==> src/rtl/fetch_pkg.sv <==
// Shared types and constants for the instruction-fetch controller.
package fetch_pkg;

    typedef enum logic [2:0] {
        ST_REQ     = 3'd0,
        ST_WAIT    = 3'd1,
        ST_PRESENT = 3'd2,
        ST_DROP    = 3'd3,
        ST_HALTED  = 3'd4
    } fetch_state_t;

    localparam logic [15:0] NOP_INSTR = 16'h0800;
    localparam logic [4:0]  HALT_OPC  = 5'b00000;
    localparam logic [15:0] PC_INC    = 16'd2;

    function automatic logic is_halt(input logic [15:0] instr);
        return instr[15:11] == HALT_OPC;
    endfunction

endpackage

==> src/rtl/fetch_pc_reg.sv <==
// Architectural PC register: redirect load beats increment, increment beats hold.
module fetch_pc_reg
    import fetch_pkg::*;
#(
    parameter logic [15:0] RESET_PC = 16'h0000
) (
    input  logic        clk_i,
    input  logic        rst_i,
    input  logic        load_i,
    input  logic [15:0] load_pc_i,
    input  logic        inc_i,
    output logic [15:0] pc_o
);

    logic [15:0] pc_q;
    logic [15:0] pc_d;

    // next-PC selection
    always_comb begin
        if (load_i) begin
            pc_d = load_pc_i;
        end else if (inc_i) begin
            pc_d = pc_q + PC_INC;
        end else begin
            pc_d = pc_q;
        end
    end

    // PC state
    always_ff @(posedge clk_i) begin
        if (rst_i) begin
            pc_q <= RESET_PC;
        end else begin
            pc_q <= pc_d;
        end
    end

    assign pc_o = pc_q;

endmodule

==> src/rtl/fetch_ctrl.sv <==
// Instruction-fetch controller feeding the IF_ID latch.
// Optional build macro FETCH_ALIGN_CHK_EN: odd redirect targets raise err and halt.
module fetch_ctrl
    import fetch_pkg::*;
#(
    parameter logic [15:0] RESET_PC = 16'h0000
) (
    input  logic        clk,
    input  logic        rst,
    output logic [15:0] imem_addr,
    output logic        imem_rd,
    input  logic        imem_stall,
    input  logic        imem_done,
    input  logic [15:0] imem_data,
    input  logic        stall_in,
    input  logic        redirect,
    input  logic [15:0] redirect_pc,
    output logic [15:0] instr_out,
    output logic [15:0] pc_next_out,
    output logic        valid_out,
    output logic        err
);

    fetch_state_t state_q;
    logic [15:0]  instr_q;
    logic [15:0]  pc_next_q;
    logic         valid_q;
    logic         err_q;
    logic [15:0]  pc_cur;
    logic [15:0]  load_pc;
    logic         bad_redirect;
    logic         pc_load;
    logic         pc_inc;

`ifdef FETCH_ALIGN_CHK_EN
    assign bad_redirect = redirect & redirect_pc[0];
    assign load_pc      = redirect_pc;
`else
    assign bad_redirect = 1'b0;
    assign load_pc      = {redirect_pc[15:1], 1'b0};
`endif

    assign pc_load = redirect & ~bad_redirect;
    assign pc_inc  = (state_q == ST_WAIT) & imem_done & ~redirect;

    fetch_pc_reg #(.RESET_PC(RESET_PC)) u_pc (
        .clk_i     (clk),
        .rst_i     (rst),
        .load_i    (pc_load),
        .load_pc_i (load_pc),
        .inc_i     (pc_inc),
        .pc_o      (pc_cur)
    );

    // fetch sequencing FSM with registered IF_ID-facing outputs
    always_ff @(posedge clk) begin
        if (rst) begin
            state_q   <= ST_REQ;
            instr_q   <= NOP_INSTR;
            pc_next_q <= 16'h0000;
            valid_q   <= 1'b0;
            err_q     <= 1'b0;
        end else if (redirect) begin
            valid_q <= 1'b0;
            instr_q <= NOP_INSTR;
            if (bad_redirect) begin
                err_q   <= 1'b1;
                state_q <= ST_HALTED;
            end else begin
                // an outstanding read must still drain; a same-cycle done completes it
                case (state_q)
                    ST_WAIT: state_q <= imem_done ? ST_REQ : ST_DROP;
                    ST_DROP: state_q <= imem_done ? ST_REQ : ST_DROP;
                    default: state_q <= ST_REQ;
                endcase
            end
        end else begin
            case (state_q)
                ST_REQ: begin
                    if (!imem_stall) begin
                        state_q <= ST_WAIT;
                    end
                end
                ST_WAIT: begin
                    if (imem_done) begin
                        instr_q   <= imem_data;
                        pc_next_q <= pc_cur + PC_INC;
                        valid_q   <= 1'b1;
                        state_q   <= ST_PRESENT;
                    end
                end
                ST_PRESENT: begin
                    if (!stall_in) begin
                        valid_q <= 1'b0;
                        instr_q <= NOP_INSTR;
                        state_q <= is_halt(instr_q) ? ST_HALTED : ST_REQ;
                    end
                end
                ST_DROP: begin
                    if (imem_done) begin
                        state_q <= ST_REQ;
                    end
                end
                ST_HALTED: begin
                    state_q <= ST_HALTED;
                end
                default: begin
                    state_q <= ST_REQ;
                end
            endcase
        end
    end

    assign imem_rd     = (state_q == ST_REQ);
    assign imem_addr   = pc_cur;
    assign instr_out   = instr_q;
    assign pc_next_out = pc_next_q;
    assign valid_out   = valid_q;
    assign err         = err_q;

endmodule

==> config.mk <==
export PLATFORM = sky130hd
export DESIGN_NAME = fetch_ctrl
export DESIGN_NICKNAME = d
export VERILOG_FILES = /design/src/rtl/fetch_pkg.sv /design/src/rtl/fetch_pc_reg.sv /design/src/rtl/fetch_ctrl.sv
export SDC_FILE = /design/constraint.sdc
export NUM_CORES = 1
export LEC_CHECK = 0
export ABC_AREA = 1
export ABC_CLOCK_PERIOD_IN_PS = 1770
export CORE_MARGIN = 4
export CORE_UTILIZATION = 25
export DETAILED_ROUTE_END_ITERATION = 12
export GPL_TIMING_DRIVEN = 1
export SLEW_MARGIN = 20
export SYNTH_ARGS = -nofsm -noshare
export SYNTH_HDL_FRONTEND = slang
export SYNTH_SLANG_ARGS = --single-unit
export TNS_END_PERCENT = 30
==> constraint.sdc <==
create_clock -name clk -period 1.77 [get_ports clk]
set_clock_uncertainty 0.05 [all_clocks]
set_input_delay 0.177 -clock clk [delete_from_list [all_inputs] [get_ports clk]]
set_output_delay 0.177 -clock clk [all_outputs]
set_load 0.02 [all_outputs]
### Yosys cells after proc, flatten, opt, wreduce, memory -nomap -nowiden

Cells that the tools add are included.

* register bits: 52
* input port bits: 38
* output and inout bits: 51
* logic and storage cells: 46

* add/sub/neg operators: 1
* eq/ne operators: 10
* mux-type cells: 17
* bitwise logic cells: 3
* reductions and logical operators: 9

Operators with widths (count)
* $mux 16: 4
* $pmux 16 s2: 1
* $mux 3: 6
* $add 16x2->16 const B: 1
* $pmux 3 s5: 1
* $ne 3x3->1 const B: 3
* $eq 3x2->1 const B: 2
* $reduce_and 3->1: 2
* $logic_not 5->1: 1
* $mux 2: 2
* $ne 2x2->1 const B: 2
* $reduce_and 4->1: 1
* $reduce_bool 2->1: 2
* $reduce_or 2->1: 2
* $eq 3x1->1 const B: 1
* $eq 3x3->1 const B: 1
* $logic_not 3->1: 1
* $ne 3x2->1 const B: 1
* $and 1x1->1: 2
* $mux 1: 2
* $pmux 1 s2: 1
* $not 1->1: 1

### Depth between registers and ports, before layout

* depth in word-level cells: 5
* gate-level depth with buffers: 8

### Modules after synthesis

A second synthesis with hierarchy kept.

* cells, all modules: 386
* area, all modules: 2824.0 sq um

By module, submodules not included
* fetch_ctrl: instances 1, cells each 247, area an instance 1834.3 sq um, seq. area each 720.7 sq um
* fetch_pc_reg: instances 1, cells each 139, area an instance 989.7 sq um, seq. area each 320.3 sq um

### Worst setup path before layout

No wires, ideal clock.

* kind: register -> register
* start: register u_pc.pc_q[2], in the netlist u_pc.pc_o[2]
* end: register u_pc.pc_q[11], in the netlist u_pc.pc_o[11]
* arrival time: 1433 ps
* required time: 1649 ps
* slack: 216 ps
* cell stages (with the launch flop): 8
* path buffers: 0
* clock period less this slack: 1554 ps
* cells stage by stage: dfxtp_1 > ha_1 > nand2_1 > nor2_1 > nand2_1 > o21bai_1 > nand3_2 > a21oi_1

* cells in the longest elaborated chain, start to end: 3

Ends and longest elaborated chain
* start: declaration: line fetch_pc_reg.sv:15 `logic [15:0] pc_q;`
* start signal: assignment: line fetch_pc_reg.sv:34 `pc_q <= pc_d;`
* $add 16x2->16: line fetch_pc_reg.sv:23 `pc_d = pc_q + PC_INC;`
* $mux 16: line fetch_pc_reg.sv:22 `end else if (inc_i) begin`
* $mux 16: line fetch_pc_reg.sv:20 `if (load_i) begin`

Every way passes these cells. The select of a mux whose other input is x is not followed.
A chain may end at the register's enable or synchronous reset.

### Worst setup path after layout

* start: register u_pc.pc_q[3], in the netlist u_pc.pc_o[3]
* end: output imem_addr[3]

RTL lines
* end: declaration: line fetch_ctrl.sv:10 `output logic [15:0] imem_addr,`

No word-level cell between the ends.

==> results.cfg <==
[synth]
synth_area_sq_um = 2390
synth_cell_type_count = 29
avgSynthCellArea_sq_um = 7.12
synthArstFlopShare = 0
synth_edf_count = 0
synth_ff_type = dfxtp_1
synth_cells = 336
ys_seq_area_frac = 0.418
synth.yosys.warnings = 0
ys_seq_elements = 50

[cts]
postCtsSetupBuffers = 0
htree_num_levels = 2
cts_sinks = 50
cts_root_buf = clkbuf_8
hold_buffers = 0
clockBufferDepth = 2
clk_latency_ns = 0.31
cts_tree = built
postCtsResizedCells = 2
clkSlewWorstSetupHoldPaths_ns = 0.11
cts_buffers = 5

[detailed_routing]
drt_pass1_iterations = 4
wl_per_cell_um = 12.5
drt-total-wl_um = 6920
num_vias = 2377
top_layer = met4
wl_met1_um = 3240
wl_met3_um = 317
drc = 0
wl_met2_um = 3320
ant_nets = 0
drtIter0Drc = 109
viasPerCell = 4.29

[placement]
dp_hpwl_um = 5290
routabilityCongestion = 0.773
port_buffers = 84

[floorplanning]
fp.dieW_um = 106
ios = 89
rows = 35
initial_core_util = 0.258
fp.dieH_um = 106
die_area_sq_um = 11200
core_sq_um = 9280

[worst_setup_path]
critPathTopFamily = buffers and inverters
crit_buf_inv = 1
crit_arrival_ns = 1.45
max_stage_delay_ns = 0.66
crit_fanout = 7
slowest_stage = clkdlybuf4s50_1
path_class = reg2out
path_cells = clkdlybuf4s50_1
critPathLaunchType = register
critPathCaptureType = output pin
worstPathRequired_ns = 1.54

[power_and_ir_drop]
power_density_nw_per_um2 = 667
p_total_mw = 2.35
max-vdd-ir-drop_mv = 0.314
power_leakage_nw = 1.34

[hold_path]
hold_class = in2reg

[global_route]
overflow = 0
grtUsageTotal = 0.123
grt_pass1_vias = 2243
antenna_found_initial = 0
grt_max_degree = 19
grt_pass1_wl_um = 11200

[timing]
max_freq_mhz = 596
period_minus_slack_ns = 1.68
fin_tns_setup_ns = 0
fin_crit_sh = 0.947
rsz0062_at_grt = no
hold_violations = 0
report.final.slew_viol_count = 0
setup_violations = 0

[cells_and_area]
drive_above_1_share = 0.0988
nNetsFinal = 463
area_growth_pct = 47.3
antenna_cells = 0

[status]
status = finished, final reports clean

[run]
maxCapViolations = 0
==> power by group <==
| group | leakage [nW] | switching, mW | internal [mW] |
|---|---|---|---|
| Clock | 0.0408 | 0.407 | 0.284 |
| Sequential | 0.406 | 0.0408 | 1.16 |
| Combinational | 0.895 | 0.237 | 0.222 |
| Total | 1.34 | 0.685 | 1.67 |
==> metal layers <==
layer,up-vias,GRT usage
met1,1079,0.164
met5,-,0
met2,52,0.202
met3,6,0.0294
li1,1240,-
met4,0,0.0259
==> cell families after synthesis <==
family | after synthesis | synth area share
buffers and inverters | 51 | 0.101
AO/OA/AOI/OAI | 56 | 0.128
other | 1 | 0.00157
flip-flops | 50 | 0.418
XOR/XNOR | 4 | 0.0146
adder cells (fa/ha/maj) | 1 | 0.00523
AND/OR/NAND/NOR | 173 | 0.331
==> per-stage QoR <==
stage / hold slack, ns / worst slack [ns] / utilization / instance area [sq um] / std cells
floorplan: 0.243 / 0.216 / - / 2400 / 338
global placement: 0.395 / 0.117 / 0.369 / 3420 / 546
detailed placement: 0.400 / 0.0744 / 0.369 / 3420 / 546
CTS: 0.361 / 0.0714 / 0.379 / 3520 / 554
global route: 0.372 / 0.0226 / 0.380 / 3530 / 554
finish: 0.379 / 0.0935 / 0.380 / 3530 / 554
==> final timing paths <==
kind | from | end | slack, ns | cells past startpoint
min reg2reg | instr_out[4] | instr_out[4] | 0.41 | 2
max reg2reg | state_q[0] | u_pc.pc_o[5] | 0.22 | 8
min | imem_data[8] | instr_out[8] | 0.38 | 3
max | u_pc.pc_o[3] | imem_addr[3] | 0.09 | 1
==> sequential cells by signal, summed over array words and instances (netlist names) <==
register	cells
instr_out	16
pc_next_out	15
u_pc.pc_o	15
state_q	3
valid_out	1
==> cell usage after synthesis, drive strengths merged, types with 2 or more instances <==
master,number,area (sq um)
nand2,107,412
dfxtp,50,1000
a21oi,42,214
inv,36,135
nand3,30,195
nor2,24,114
buf,10,87.6
o21ai,8,51.3
nand4,7,43.8
clkbuf,5,18.8
xor2,4,35.0
a31oi,3,18.8
nor3,2,10.0
o21bai,2,15.0
or2,2,12.5
==> cell type report <==
class                      instances  area [sq um]
tap                              129           161
fill                             997          5760
clock buffer                       5          68.8
inverter                          36           135
multi-input combinational        237          1170
clock inverter                     3          23.8
timing repair buffer              94           965
sequential                        50          1000
==> layout by cell type, fill, tap and decap left out, types with 5 or more instances in the layout <==
master	instances
o21ai_0	7
a21oi_1	41
clkdlybuf4s50_1	83
nand3_1	21
nor2_1	21
inv_1	33
nand2_1	103
buf_4	6
nand4_1	7
nand3_2	9
clkbuf_8	5
dfxtp_1	50
(Power assumes the default switching activity.)
